### src/rtl/decode_out_pipe_buf_pkg.sv
// Shared types for the decode-to-execute elastic buffer: the carried word layout,
// the NOP bubble value and the occupancy classification.
package decode_out_pipe_buf_pkg;

  localparam int DEF_DATA_W  = 16;
  localparam int DEF_ECTRL_W = 6;
  localparam int DEF_WCTRL_W = 2;

  typedef struct packed {
    logic [DEF_DATA_W-1:0]  ir;
    logic [DEF_DATA_W-1:0]  npc;
    logic [DEF_ECTRL_W-1:0] e_control;
    logic [DEF_WCTRL_W-1:0] w_control;
    logic                   mem_control;
  } decode_word_t;

  localparam decode_word_t NOP_WORD = '0;

  typedef enum logic [1:0] {
    OCC_EMPTY,
    OCC_PARTIAL,
    OCC_FULL
  } occ_t;

endpackage

### src/rtl/decode_out_buf_mem.sv
// Word storage for decode_out_pipe_buf: registered write, asynchronous read.
// Holds no reset; the parent tracks which entries are valid.
module decode_out_buf_mem #(
  parameter int DEPTH = 2,
  parameter int WIDTH = 41,
  parameter int AW    = $clog2(DEPTH)
) (
  input  logic             clock,
  input  logic             we,
  input  logic [AW-1:0]    waddr,
  input  logic [WIDTH-1:0] wdata,
  input  logic [AW-1:0]    raddr,
  output logic [WIDTH-1:0] rdata
);

  logic [WIDTH-1:0] mem [DEPTH];

  always_ff @(posedge clock) begin
    if (we) mem[waddr] <= wdata;
  end

  assign rdata = mem[raddr];

endmodule

### src/rtl/decode_out_pipe_buf.sv
// Elastic decode-to-execute buffer with valid/ready handshake, flush and NOP bubbles.
// Optional macro DECODE_OUT_PIPE_BUF_STATS_EN adds stall_cnt / full_cnt counters.
//
// state       | meaning
// OCC_EMPTY   | count == 0, outputs show NOP, out_valid low
// OCC_PARTIAL | 0 < count < DEPTH, push and pop both allowed
// OCC_FULL    | count == DEPTH, in_ready low
module decode_out_pipe_buf
  import decode_out_pipe_buf_pkg::*;
#(
  parameter int DATA_W  = DEF_DATA_W,
  parameter int ECTRL_W = DEF_ECTRL_W,
  parameter int WCTRL_W = DEF_WCTRL_W,
  parameter int DEPTH   = 2,
  parameter int CNT_W   = $clog2(DEPTH) + 1
) (
  input  logic               clock,
  input  logic               reset,
  input  logic               in_valid,
  output logic               in_ready,
  input  logic [DATA_W-1:0]  in_IR,
  input  logic [DATA_W-1:0]  in_npc,
  input  logic [ECTRL_W-1:0] in_E_control,
  input  logic [WCTRL_W-1:0] in_W_control,
  input  logic               in_Mem_control,
  input  logic               flush,
  output logic               out_valid,
  input  logic               out_ready,
  output logic [DATA_W-1:0]  IR,
  output logic [DATA_W-1:0]  npc_out,
  output logic [ECTRL_W-1:0] E_control,
  output logic [WCTRL_W-1:0] W_control,
  output logic               Mem_control,
  output logic [CNT_W-1:0]   count
`ifdef DECODE_OUT_PIPE_BUF_STATS_EN
  ,
  output logic [15:0]        stall_cnt,
  output logic [15:0]        full_cnt
`endif
);

  localparam int PTR_W  = $clog2(DEPTH);
  localparam int WORD_W = 2 * DATA_W + ECTRL_W + WCTRL_W + 1;
  localparam logic [WORD_W-1:0] NOP = WORD_W'(NOP_WORD);

  logic [PTR_W-1:0]  rd_ptr, wr_ptr;
  logic [WORD_W-1:0] wr_word, head_word, out_word;
  logic              push, pop;
  occ_t              occ;

  always_comb begin
    occ = OCC_PARTIAL;
    if (count == '0)                occ = OCC_EMPTY;
    else if (count == CNT_W'(DEPTH)) occ = OCC_FULL;
  end

  // Ready depends only on registered occupancy, never on out_ready.
  assign in_ready  = (occ != OCC_FULL) && !reset;
  assign out_valid = (occ != OCC_EMPTY);
  assign push      = in_valid && in_ready;
  assign pop       = out_valid && out_ready;

  assign wr_word = {in_IR, in_npc, in_E_control, in_W_control, in_Mem_control};

  decode_out_buf_mem #(
    .DEPTH (DEPTH),
    .WIDTH (WORD_W),
    .AW    (PTR_W)
  ) u_mem (
    .clock (clock),
    .we    (push && !flush),
    .waddr (wr_ptr),
    .wdata (wr_word),
    .raddr (rd_ptr),
    .rdata (head_word)
  );

  always_ff @(posedge clock) begin
    if (reset || flush) begin
      count  <= '0;
      rd_ptr <= '0;
      wr_ptr <= '0;
    end else begin
      if (push) wr_ptr <= wr_ptr + 1'b1;
      if (pop)  rd_ptr <= rd_ptr + 1'b1;
      case ({push, pop})
        2'b10:   count <= count + 1'b1;
        2'b01:   count <= count - 1'b1;
        default: count <= count;
      endcase
    end
  end

  assign out_word = out_valid ? head_word : NOP;
  assign {IR, npc_out, E_control, W_control, Mem_control} = out_word;

`ifdef DECODE_OUT_PIPE_BUF_STATS_EN
  always_ff @(posedge clock) begin
    if (reset || flush) begin
      stall_cnt <= '0;
      full_cnt  <= '0;
    end else begin
      if (out_valid && !out_ready && stall_cnt != 16'hFFFF)
        stall_cnt <= stall_cnt + 16'd1;
      if (occ == OCC_FULL && in_valid && full_cnt != 16'hFFFF)
        full_cnt <= full_cnt + 16'd1;
    end
  end
`endif

endmodule
### config.mk
export PLATFORM = sky130hd
export DESIGN_NAME = decode_out_pipe_buf
export DESIGN_NICKNAME = d
export VERILOG_FILES = /design/src/rtl/decode_out_pipe_buf_pkg.sv /design/src/rtl/decode_out_buf_mem.sv /design/src/rtl/decode_out_pipe_buf.sv
export SDC_FILE = /design/constraint.sdc
export NUM_CORES = 1
export LEC_CHECK = 0
export CAP_MARGIN = 15
export CORE_MARGIN = 3
export CORE_UTILIZATION = 30
export CTS_BUF_LIST = sky130_fd_sc_hd__clkbuf_8
export CTS_CLUSTER_SIZE = 24
export DETAILED_ROUTE_END_ITERATION = 7
export MAX_ROUTING_LAYER = met4
export PLACE_DENSITY = 0.5
export SETUP_SLACK_MARGIN = 0.02
export SLEW_MARGIN = 20
export SYNTH_ARGS = -nofsm -noshare
export SYNTH_HDL_FRONTEND = slang
export SYNTH_SLANG_ARGS = --single-unit
### constraint.sdc
create_clock -name clock -period 9.6 [get_ports clock]
set_input_delay 2.4 -clock clock [delete_from_list [all_inputs] [get_ports clock]]
set_output_delay 2.4 -clock clock [all_outputs]
set_load 0.01 [all_outputs]
# Yosys cells after proc, flatten, opt, wreduce, memory -nomap -nowiden
# Memory sizes are Yosys's and may differ from the RTL's. A register that Yosys moved wholly into a read port is not among the register bits.
# Index checks and enable logic that the tools add are counted.
[classes] n_addsub=4 multipliers=0 div_mod_pow=0 magnitude_cmp=0 n_eq_ne=4 shifts=0 mux=8 bitwise_logic=0 reduce_logical=10
[ops] op="41-bit 2-to-1 mux" count=1
[ops] op="2-bit == test, second input constant" count=2
[ops] op="1-bit logical AND" count=4
[ops] op="1-bit 2-to-1 mux" count=4
[ops] op="2-bit 2-to-1 mux" count=2
[ops] op="2-bit case mux with 2 select lines" count=1
[ops] op="2-bit nonzero test" count=2
[ops] op="1-bit adder, second input constant" count=2
[ops] op="2-bit by 1-bit adder with 2-bit output, second input constant" count=1
[ops] op="2-bit by 1-bit == test with 1-bit output, second input constant" count=1
[ops] op="1-bit zero test" count=2
[ops] op="2-bit zero test" count=1
[ops] op="2-bit inequality test, second input constant" count=1
[ops] op="2-bit by 1-bit subtractor with 2-bit output, second input constant" count=1
[ops] op="1-bit logical OR" count=1
[word_totals] ff_bits=4 latch_bits=0 mem_bits_rw=82 mem_bits_ro=0 input_bits=46 out_inout_bits=45 word_cells=30 memories=1
[memory_table] memory="u_mem.mem" depth=2 width=41 rd=1 rd_ports_with_merged_regs=1 write_ports=1 line="decode_out_buf_mem.sv:16" source="logic [WIDTH-1:0] mem [DEPTH];"

# Longest topological paths before layout
# Gate-level depths: netlist (run 1).
[logic_depth] depth_word=9 ltp_mapped=6 mapped_depth_nobuf=6

# Hierarchy
# From an unflattened synthesis (run 1), not the netlist that was laid out.
[hier_totals] hier_cells=201 hier_area_um2=3679.8
[by_module_without_submodules] mod="decode_out_buf_mem" n_inst=1 cells_each=130 area_per_inst_um2=3178.0 seq_area_each_um2=2462.4
[by_module_without_submodules] mod="decode_out_pipe_buf" n_inst=1 cells_each=71 area_per_inst_um2=501.7 seq_area_each_um2=80.1

# Least setup slack after synthesis (run 1)
# Ideal clock, no wire load.
[synth_timing] kind="input port to flip-flop" from="input port in_valid" to="memory u_mem.mem[1][0], enable pin" setup_ns=0.499 arrival_ns=5.850 required_ns=9.101 setup_slack_ns=3.250 cell_stages=3 path_buffers=0 cell_sequence="inv_1 > or3_4 > nor3b_1"
[synth_via] elab_chain_len=4
[synth_rtl] item="start: declaration" line="decode_out_pipe_buf.sv:19" source="input logic in_valid,"
[synth_rtl] item="1-bit logical AND" line="decode_out_pipe_buf.sv:60" source="assign push = in_valid && in_ready;"
[synth_rtl] item="1-bit logical AND" line="decode_out_pipe_buf.sv:71" source=".we (push && !flush),"
[synth_rtl] item="1-bit 2-to-1 mux" line="decode_out_buf_mem.sv:19" source="if (we) mem[waddr] <= wdata;"
[synth_rtl] item="1-bit 2-to-1 mux (implied by the code)" line="decode_out_buf_mem.sv:19"
[synth_rtl] item="end: declaration" line="decode_out_buf_mem.sv:16"
# No other way between the ends.

# Worst setup path in the final report (run 1)
[layout_timing] from="input port reset" to="output port in_ready"
[layout_via] elab_chain_len=2
[layout_rtl] item="start: declaration" line="decode_out_pipe_buf.sv:18" source="input logic reset,"
[layout_rtl] item="1-bit zero test" line="decode_out_pipe_buf.sv:58" source="assign in_ready = (occ != OCC_FULL) && !reset;"
[layout_rtl] item="1-bit logical AND" line="decode_out_pipe_buf.sv:58"
[layout_rtl] item="end: declaration" line="decode_out_pipe_buf.sv:20" source="output logic in_ready,"
# No other way between the ends.

==> results of run 1 <==
[sequential cells by signal (all words and copies together), names as in the netlist, named ones only]
register   flops
count          2
rd_ptr         1
u_mem.mem     82
wr_ptr         1
[layout by cell type (no fill, tap or decap)]
cell type        count
a21oi_1              2
buf_4                5
bufinv_16            2
clkbuf_8             9
clkdlybuf4s50_1     90
clkinv_2             1
clkinvlp_4           1
dfxtp_1              4
dfxtp_2              1
edfxtp_1            82
ha_1                 1
inv_1                6
mux2i_1             41
nor2_1              45
nor2_4               1
nor2b_1              1
nor3_2               1
nor3b_2              1
o21ai_0              3
or2_2                1
or3_1                2
or3_4                1
xnor2_1              1
xor2_1               2
[layout make-up]
type                       count  area (sq um)  area share (%)
clock buffer                   9           124            2.69
clock inverter                 7          83.8            1.82
inverter                       3          11.3           0.245
multi-input combinational    103           713            15.5
sequential                    87          2560            55.7
tap                          136           170            3.70
timing repair buffer          95           938            20.4
[cell families (layout without fill, tap and decap cells)]
kind of cell             after synthesis  after routing  share of synthesized area (%)
AO/OA/AOI/OAI                          5              5                          0.756
XOR/XNOR                               3              3                          0.794
adder cells (fa/ha/maj)                1              1                          0.378
buffers and inverters                 12            114                           1.51
flip-flops                            87             87                           77.5
multiplexers                          41             41                           12.4
AND/OR/NAND/NOR                       53             53                           6.69
[layer usage]
| layer | global-route usage (%) | wire (um) | vias to the layer above |
|---|---|---|---|
| met2 | 18.4 | 3260 | 66 |
| met4 | 3.65 | 73 | 0 |
| li1 | - | - | 928 |
| met1 | 12.2 | 2690 | 913 |
| met3 | 3.38 | 318 | 10 |
| met5 | - | 0 | - |
[final timing paths]
path | to | slack (ns) | depth (start not counted)
min | flip-flop | 0.51 | 2
max reg2reg | count[1] | 7.70 | 5
max | in_ready | 3.71 | 3
min reg2reg | flip-flop | 0.51 | 2
[metrics by stage]
step | instance area [sq um] | total power [W]
finish | 4600 | 0.000744
global route | 4600 | 0.000781
CTS | 4600 | 0.000759
detailed placement | 4400 | 0.000492
global placement | 4400 | 0.000491
floorplan | 3310 | 0.000453
[worst max-delay path, cell delays in order]
cell             delay, ns
clkdlybuf4s50_1       0.44
nor2_1                0.11
clkdlybuf4s50_1       0.54
[report_power, final]
group,switching [W],internal (W)
combinational,0.0000234,0.0000336
sequential,0.00000265,0.000422
clock,0.000119,0.000143
==> results.yml, run 1 <==
yosys:
  yosysWarnings: 0
  yosysMostFrequentCell: "edfxtp_1"
  syn_inst: 202
  synth_cell_types: 18
  synth_area_leaders: "edfxtp_1 74%, mux2i_1 12%, nor2_1 5.2%, dfxtp_1 3.0%, buf_2 0.61%"
  syn_area_sq_um: 3310
  avgSynthCellArea_sq_um: 16.4
  yosys_most_used_dff: "edfxtp_1"
  synth_top_area_share_pct: 74.4
  synthArstFlopShare_pct: 0
  synth_edf_count: 82
  synth_commonest_cells: "82 x edfxtp_1, 46 x nor2_1, 41 x mux2i_1"
  ys_seq_area_share_pct: 77.5
  syn_nets: 249
  ys_seq_elements: 87
  synth_top_area_cell: "edfxtp_1"
route:
  wl_per_cell_um: 14.4
  drtIter0Drc: 46
  drcViolationCount: 0
  routed_via_density: 4.36
  antenna_left: 0
  dr.pass1.iters: 4
  routed_wl_um: 6340
  num_vias: 1917
job:
  drv_cap: 0
sta:
  fmax_mhz: 170
  slew_violations: 0
  hold_ws_ns: 0.509
  rsz0062_at_grt: "false"
  finalSetupTns_ns: 0
  layout_min_cycle_time_ns: 5.89
  clock_skew_ns: 0.00937
  finalCritPeriodShare_pct: 61.4
  relSlewSlack_pct: 32.0
  tightest_slew_ns: 1.02
  hold_violations: 0
  setup-violations-final: 0
  setup_ws_ns: 3.71
finish:
  final_layout_size_suffix_gt1_share_pct: 7.89
  n_antenna_cell: 0
  nNetsFinal: 346
  synthToLayoutAreaGrowth_pct: 39.2
  fin_cells: 440
  utilization_pct: 43.8
  fillers: 981
cts:
  clkTransAtPathRegs_ns: 0.08
  post_cts_buffers: 0
  cts_resized: 0
  cts_buffers: 9
  cts.path.max_buffers: 2
  cts_num_sinks: 87
  cts_tree: "yes"
  clock_latency_ns: 0.34
  cts_hold_buf: 0
  cts-root-buf: "clkbuf_8"
  ctsHtreeMaxLevel: 3
worst_setup_path:
  crit_required_ns: 7.20
  worstSetupPathType: "input port to output pin"
  cp-startpoint: "reset"
  worst_ep_arrival_time_ns: 3.49
  critPathLaunchType: "input port"
  rr_startpoint: "count[0]"
  critPathMaxFanout: 3
  endpoint_kind: "output pin"
grt:
  antenna_found_initial: 0
  grt.total_usage_pct: 10.9
  grt_max_degree: 43
  grt_pass1_vias: 2055
  overflow: 0
  grt_pass1_wl_um: 10200
power_and_ir_drop:
  ir_worst_vdd_mv: 0.0802
  p_leak_nw: 1.47
  power.density_nw_per_um2: 162
placed_design:
  portBuffers: 90
  preCtsSetupSlack_ns: 3.70
  globalplace.congestion: 0.688
  hpwlAfterDp_um: 3990
  dp_cells: 424
die:
  die_x_um: 111
  start_util_pct: 31.5
  fp.coreArea_sq_um: 10500
  die_area_sq_um: 12300
  die-height_um: 111
  rows: 37
  ios: 91
min_path:
  hold_start: "rd_ptr"
  min-delay-path-class: "flip-flop to flip-flop"
outcome:
  status: "finished clean"
Note: power is estimated with default switching activity, not from simulation.
==> inputs of run 2 (changes only) <==
--- a/config.mk
+++ b/config.mk
@@ -12,7 +12,7 @@
 export CTS_CLUSTER_SIZE = 24
 export DETAILED_ROUTE_END_ITERATION = 7
 export MAX_ROUTING_LAYER = met4
-export PLACE_DENSITY = 0.5
+export PLACE_DENSITY = 0.52
 export SETUP_SLACK_MARGIN = 0.02
 export SLEW_MARGIN = 20
 export SYNTH_ARGS = -nofsm -noshare
==> constraint.sdc (replaced) <==
create_clock -name clock -period 4.8 [get_ports clock]
set_input_delay 1.2 -clock clock [delete_from_list [all_inputs] [get_ports clock]]
set_output_delay 1.2 -clock clock [all_outputs]
set_load 0.01 [all_outputs]
==> run 2 against run 1 <==
Against the previous run: final cell count up 0.23%; setup slack worse by 2.5 ns; design area up 1.1%; core utilization up 0.49 points; clock power up 110%; sequential power up 100%; worst hold slack better by 0.0035 ns; count of clock-buffer cells in the layout unchanged; combinational power up 110%; first-iteration DRC count up 30%; wire length down 1.2%; largest cell class unchanged; global-route usage down 0.067 points.
==> results.yml, run 2 (same netlist as run 1, synthesis figures left out) <==
grt:
  grt_max_degree: 43
  gr-usage-met3_pct: 3.33
  grt.total_usage_pct: 10.8
  grt_pass1_wl_um: 10100
  use_met1_pct: 13.2
  grt_pass1_vias: 2008
  grt-busiest-layer: "met2"
  overflow: 0
  antenna_found_initial: 0
  met2_usage_pct: 17.4
sta:
  fmax_mhz: 281
  rsz0062_at_grt: "false"
  hold_violations: 0
  relSlewSlack_pct: 62.9
  finalSetupTns_ns: 0
  clock_skew_ns: 0.0106
  layout_min_cycle_time_ns: 3.56
  slew_violations: 0
  hold_ws_ns: 0.513
  setup-violations-final: 0
  finalCritPeriodShare_pct: 74.1
  tightest_slew_ns: 0.555
die:
  die-height_um: 111
  fp.coreArea_sq_um: 10500
  rows: 37
  start_util_pct: 31.5
  die_x_um: 111
  ios: 91
  die_area_sq_um: 12300
finish:
  fillers: 970
  synthToLayoutAreaGrowth_pct: 40.7
  top_regs: "u_mem.mem: 82 flops, count: 2 flops"
  final_layout_size_suffix_gt1_share_pct: 8.85
  top_register: "u_mem.mem"
  final_cell_mix: "90 x clkdlybuf4s50_1, 82 x edfxtp_1, 45 x nor2_1, 41 x mux2i_1, 9 x clkbuf_8"
  multiInputGateArea_sq_um: 726
  n_antenna_cell: 0
  largest_reg_flops: 82
  mostFrequentLayoutCell: "clkdlybuf4s50_1"
  nNetsFinal: 347
  final-seq-area_sq_um: 2560
outcome:
  status: "finished clean"
worst_setup_path:
  crit_required_ns: 3.60
  rr_startpoint: "count[0]"
  r2r_slack_ns: 2.82
  cpMaxStageDelayCell: "dfxtp_2"
  crit_family: "buffers and inverters"
  endpoint_kind: "output pin"
  critPathLaunchType: "flip-flop"
  slowest_delay_ns: 0.59
  worst_ep_arrival_time_ns: 2.36
  crit_path_cell_trace: "buf_4, mux2i_1, nor2_1, clkdlybuf4s50_1"
  worstSetupPathType: "flip-flop to output pin"
  critPathMaxFanout: 29
  path_buf_inv: 2
route:
  wl_per_cell_um: 14.2
  routed_via_density: 4.33
  routed_wl_um: 6260
  dr.pass1.iters: 4
  antenna_left: 0
  drcViolationCount: 0
  num_vias: 1911
  drtIter0Drc: 60
job:
  drv_cap: 0
placed_design:
  portBuffers: 90
  hpwlAfterDp_um: 3950
  globalplace.congestion: 0.729
min_path:
  hold_start: "rd_ptr"
  min-delay-path-class: "flip-flop to flip-flop"
power_and_ir_drop:
  power_w: 0.00152
  power.density_nw_per_um2: 326
  p_leak_nw: 1.48
  ir_worst_vdd_mv: 0.161
cts:
  clkTransAtPathRegs_ns: 0.08
  cts_hold_buf: 0
  cts.path.max_buffers: 2
  cts_buffers: 9
  cts_tree: "yes"
  ctsHtreeMaxLevel: 3
  cts-root-buf: "clkbuf_8"
  post_cts_buffers: 0
  cts_num_sinks: 87
  cts_resized: 0
  clock_latency_ns: 0.34
run 2: area by class of cell:
class	instances	area share (%)
multi-input combinational	103	15.6
tap	136	3.65
timing repair buffer	96	20.7
clock inverter	7	2.04
clock buffer	9	2.66
inverter	3	0.242
sequential	87	55.1
run 2: final timing paths:
| path | to | cells past startpoint |
|---|---|---|
| setup / recovery | IR[3] | 4 |
| hold reg to reg | rd_ptr | 2 |
| setup reg to reg | count[1] | 5 |
| hold / removal | rd_ptr | 2 |
run 2: worst register-to-register path: cells and delay by family (launching register included):
| kind | cells | cell delay (ns) |
|---|---|---|
| AOI/OAI and AO/OA | 1 | 0.16 |
| DFF | 1 | 0.51 |
| adders and majority gates | 1 | 0.35 |
| and+or+nand+nor | 3 | 0.88 |
run 2: power breakdown:
group / switching, W / total (W) / internal (W)
clock network: 0.000254 / 0.000549 / 0.000295
logic: 0.0000488 / 0.000119 / 0.0000701
registers: 0.00000514 / 0.000849 / 0.000844
run 2: layer usage:
layer  vias up  part of all wire (%)
met4         0                   1.2
met3        10                   5.0
met1       906                    46
li1        939                     -
met2        56                    48
met5         -                     0
run 2: stage by stage:
step | utilization (%) | setup slack, ns | std cells | cell area, sq um
after floorplan | - | 1.10 | 202 | 3320
after global placement | 42.0 | 1.32 | 424 | 4410
after detailed placement | 42.0 | 1.29 | 424 | 4410
after CTS | 44.0 | 1.17 | 440 | 4630
after global routing | 44.3 | 1.00 | 441 | 4660
final | 44.3 | 1.24 | 441 | 4660
==> inputs of run 3 (changes only) <==
==> constraint.sdc (replaced) <==
create_clock -name clock -period 3.13 [get_ports clock]
set_input_delay 0.7825 -clock clock [delete_from_list [all_inputs] [get_ports clock]]
set_output_delay 0.7825 -clock clock [all_outputs]
set_load 0.01 [all_outputs]
==> run 3 against run 2 <==
Against the previous run: final cell count unchanged; design area about the same; critical endpoint is now W_control[0]; via count decreased by 0.63%; highest routed layer unchanged; count of clock-buffer cells in the layout unchanged; sequential power increased by 53%; combinational power increased by 54%; critical path type unchanged; flip-flop and latch count unchanged.
==> results.yml, run 3 (same netlist as run 1, synthesis figures left out) <==
grt:
  overflow: 0
  grt_pass1_vias: 2021
  grt_pass1_wl_um: 10300
  antenna_found_initial: 0
  grt_max_degree: 42
  grt.total_usage_pct: 11.0
finish:
  nNetsFinal: 347
  synthToLayoutAreaGrowth_pct: 40.7
  fin_cells: 441
  utilization_pct: 44.3
  fin_area_sq_um: 4650
  mostFrequentLayoutCell: "clkdlybuf4s50_1"
  n_antenna_cell: 0
  final_layout_size_suffix_gt1_share_pct: 8.85
  top_regs: "u_mem.mem: 82 flops, count: 2 flops"
  top_register: "u_mem.mem"
  final_cell_mix: "90 x clkdlybuf4s50_1, 82 x edfxtp_1, 45 x nor2_1, 41 x mux2i_1, 9 x clkbuf_8"
  largest_reg_flops: 82
die:
  ios: 91
  fp.coreArea_sq_um: 10500
  rows: 37
  die-height_um: 111
  start_util_pct: 31.5
  die_x_um: 111
  die_area_sq_um: 12300
sta:
  relSlewSlack_pct: 65.7
  hold_violations: 0
  finalCritPeriodShare_pct: 87.9
  clock_skew_ns: 0.00927
  finalSetupTns_ns: 0
  rsz0062_at_grt: "false"
  setup-violations-final: 0
  slew_violations: 0
  layout_min_cycle_time_ns: 2.75
  tightest_slew_ns: 0.514
  fmax_mhz: 363
  hold_ws_ns: 0.513
cts:
  cts.path.max_buffers: 2
  post_cts_buffers: 0
  cts_hold_buf: 0
  cts_resized: 0
  cts-root-buf: "clkbuf_8"
  cts_num_sinks: 87
  clock_latency_ns: 0.34
  ctsHtreeMaxLevel: 3
  cts_tree: "yes"
  clkTransAtPathRegs_ns: 0.08
  cts_buffers: 9
worst_setup_path:
  crit_path_cell_trace: "buf_4, mux2i_1, nor2_1, clkdlybuf4s50_1"
  critPathMaxFanout: 28
  rr_startpoint: "count[0]"
  worst_ep_arrival_time_ns: 1.97
  worstSetupPathType: "flip-flop to output pin"
  critPathLaunchType: "flip-flop"
  endpoint_kind: "output pin"
  slowest_delay_ns: 0.56
  cpMaxStageDelayCell: "clkdlybuf4s50_1"
  crit_required_ns: 2.35
power_and_ir_drop:
  ir_worst_vdd_mv: 0.218
  p_leak_nw: 1.47
  power.density_nw_per_um2: 495
placed_design:
  hpwlAfterDp_um: 4030
  globalplace.congestion: 0.736
  placedInstanceArea_sq_um: 4440
  dp_cells: 425
  portBuffers: 90
route:
  antenna_left: 0
  num_vias: 1899
  routed_wl_um: 6460
  routed_via_density: 4.31
  drtIter0Drc: 61
  wl_per_cell_um: 14.6
  dr.pass1.iters: 6
  drcViolationCount: 0
min_path:
  min-delay-path-class: "flip-flop to flip-flop"
  hold_start: "rd_ptr"
job:
  drv_cap: 0
outcome:
  status: "finished clean"
run 3: cell count changes in the layout (fill, tap and decap cells not counted):
cell | previous run | this run
buf_12 | 0 | 2
buf_16 | 1 | 0
buf_4 | 5 | 4
clkinv_1 | 1 | 0
clkinv_2 | 1 | 2
clkinv_4 | 1 | 0
clkinvlp_4 | 0 | 2
inv_1 | 3 | 4
inv_6 | 2 | 0
run 3: metal layers:
metal	share of wire (%)	GRT usage, %	routed length (um)	vias up
met2	51	19.1	3320	56
met5	0	-	0	-
met3	5.0	2.67	322	9
met1	42	12.2	2720	902
met4	1.5	4.38	98	0
li1	-	-	-	932
run 3: final cells by class:
cell class / count / area (sq um)
Fill cell: 997 / 5850
Sequential cell: 87 / 2560
Timing Repair Buffer: 96 / 971
Multi-Input combinational cell: 103 / 726
Tap cell: 136 / 170
Clock buffer: 9 / 124
Clock inverter: 7 / 88.8
Inverter: 3 / 11.3
run 3: power by group:
group          total [W]  internal (W)  switching (W)
clock           0.000822      0.000444       0.000378
combinational   0.000183      0.000107      0.0000760
sequential       0.00130       0.00129     0.00000702
run 3: final timing paths:
kind | end | cells past startpoint | slack (ns)
setup / recovery | W_control[0] | 4 | 0.38
hold / removal | rd_ptr | 2 | 0.51
setup reg to reg | count[1] | 5 | 1.16
hold reg to reg | rd_ptr | 2 | 0.51
run 3: per-stage QoR:
step / total power (W) / setup slack, ns
floorplan: 0.00139 / 0.389
global placement: 0.00151 / 0.479
detailed placement: 0.00152 / 0.465
CTS: 0.00235 / 0.329
global route: 0.00241 / 0.249
finish: 0.00231 / 0.379
run 3: worst max-delay path: cells and delay by family, from the launching register on:
kind | cells | cell delay, ns
buffers and inverters | 2 | 1.00
DFF | 1 | 0.33
and+or+nand+nor | 1 | 0.15
muxes | 1 | 0.14
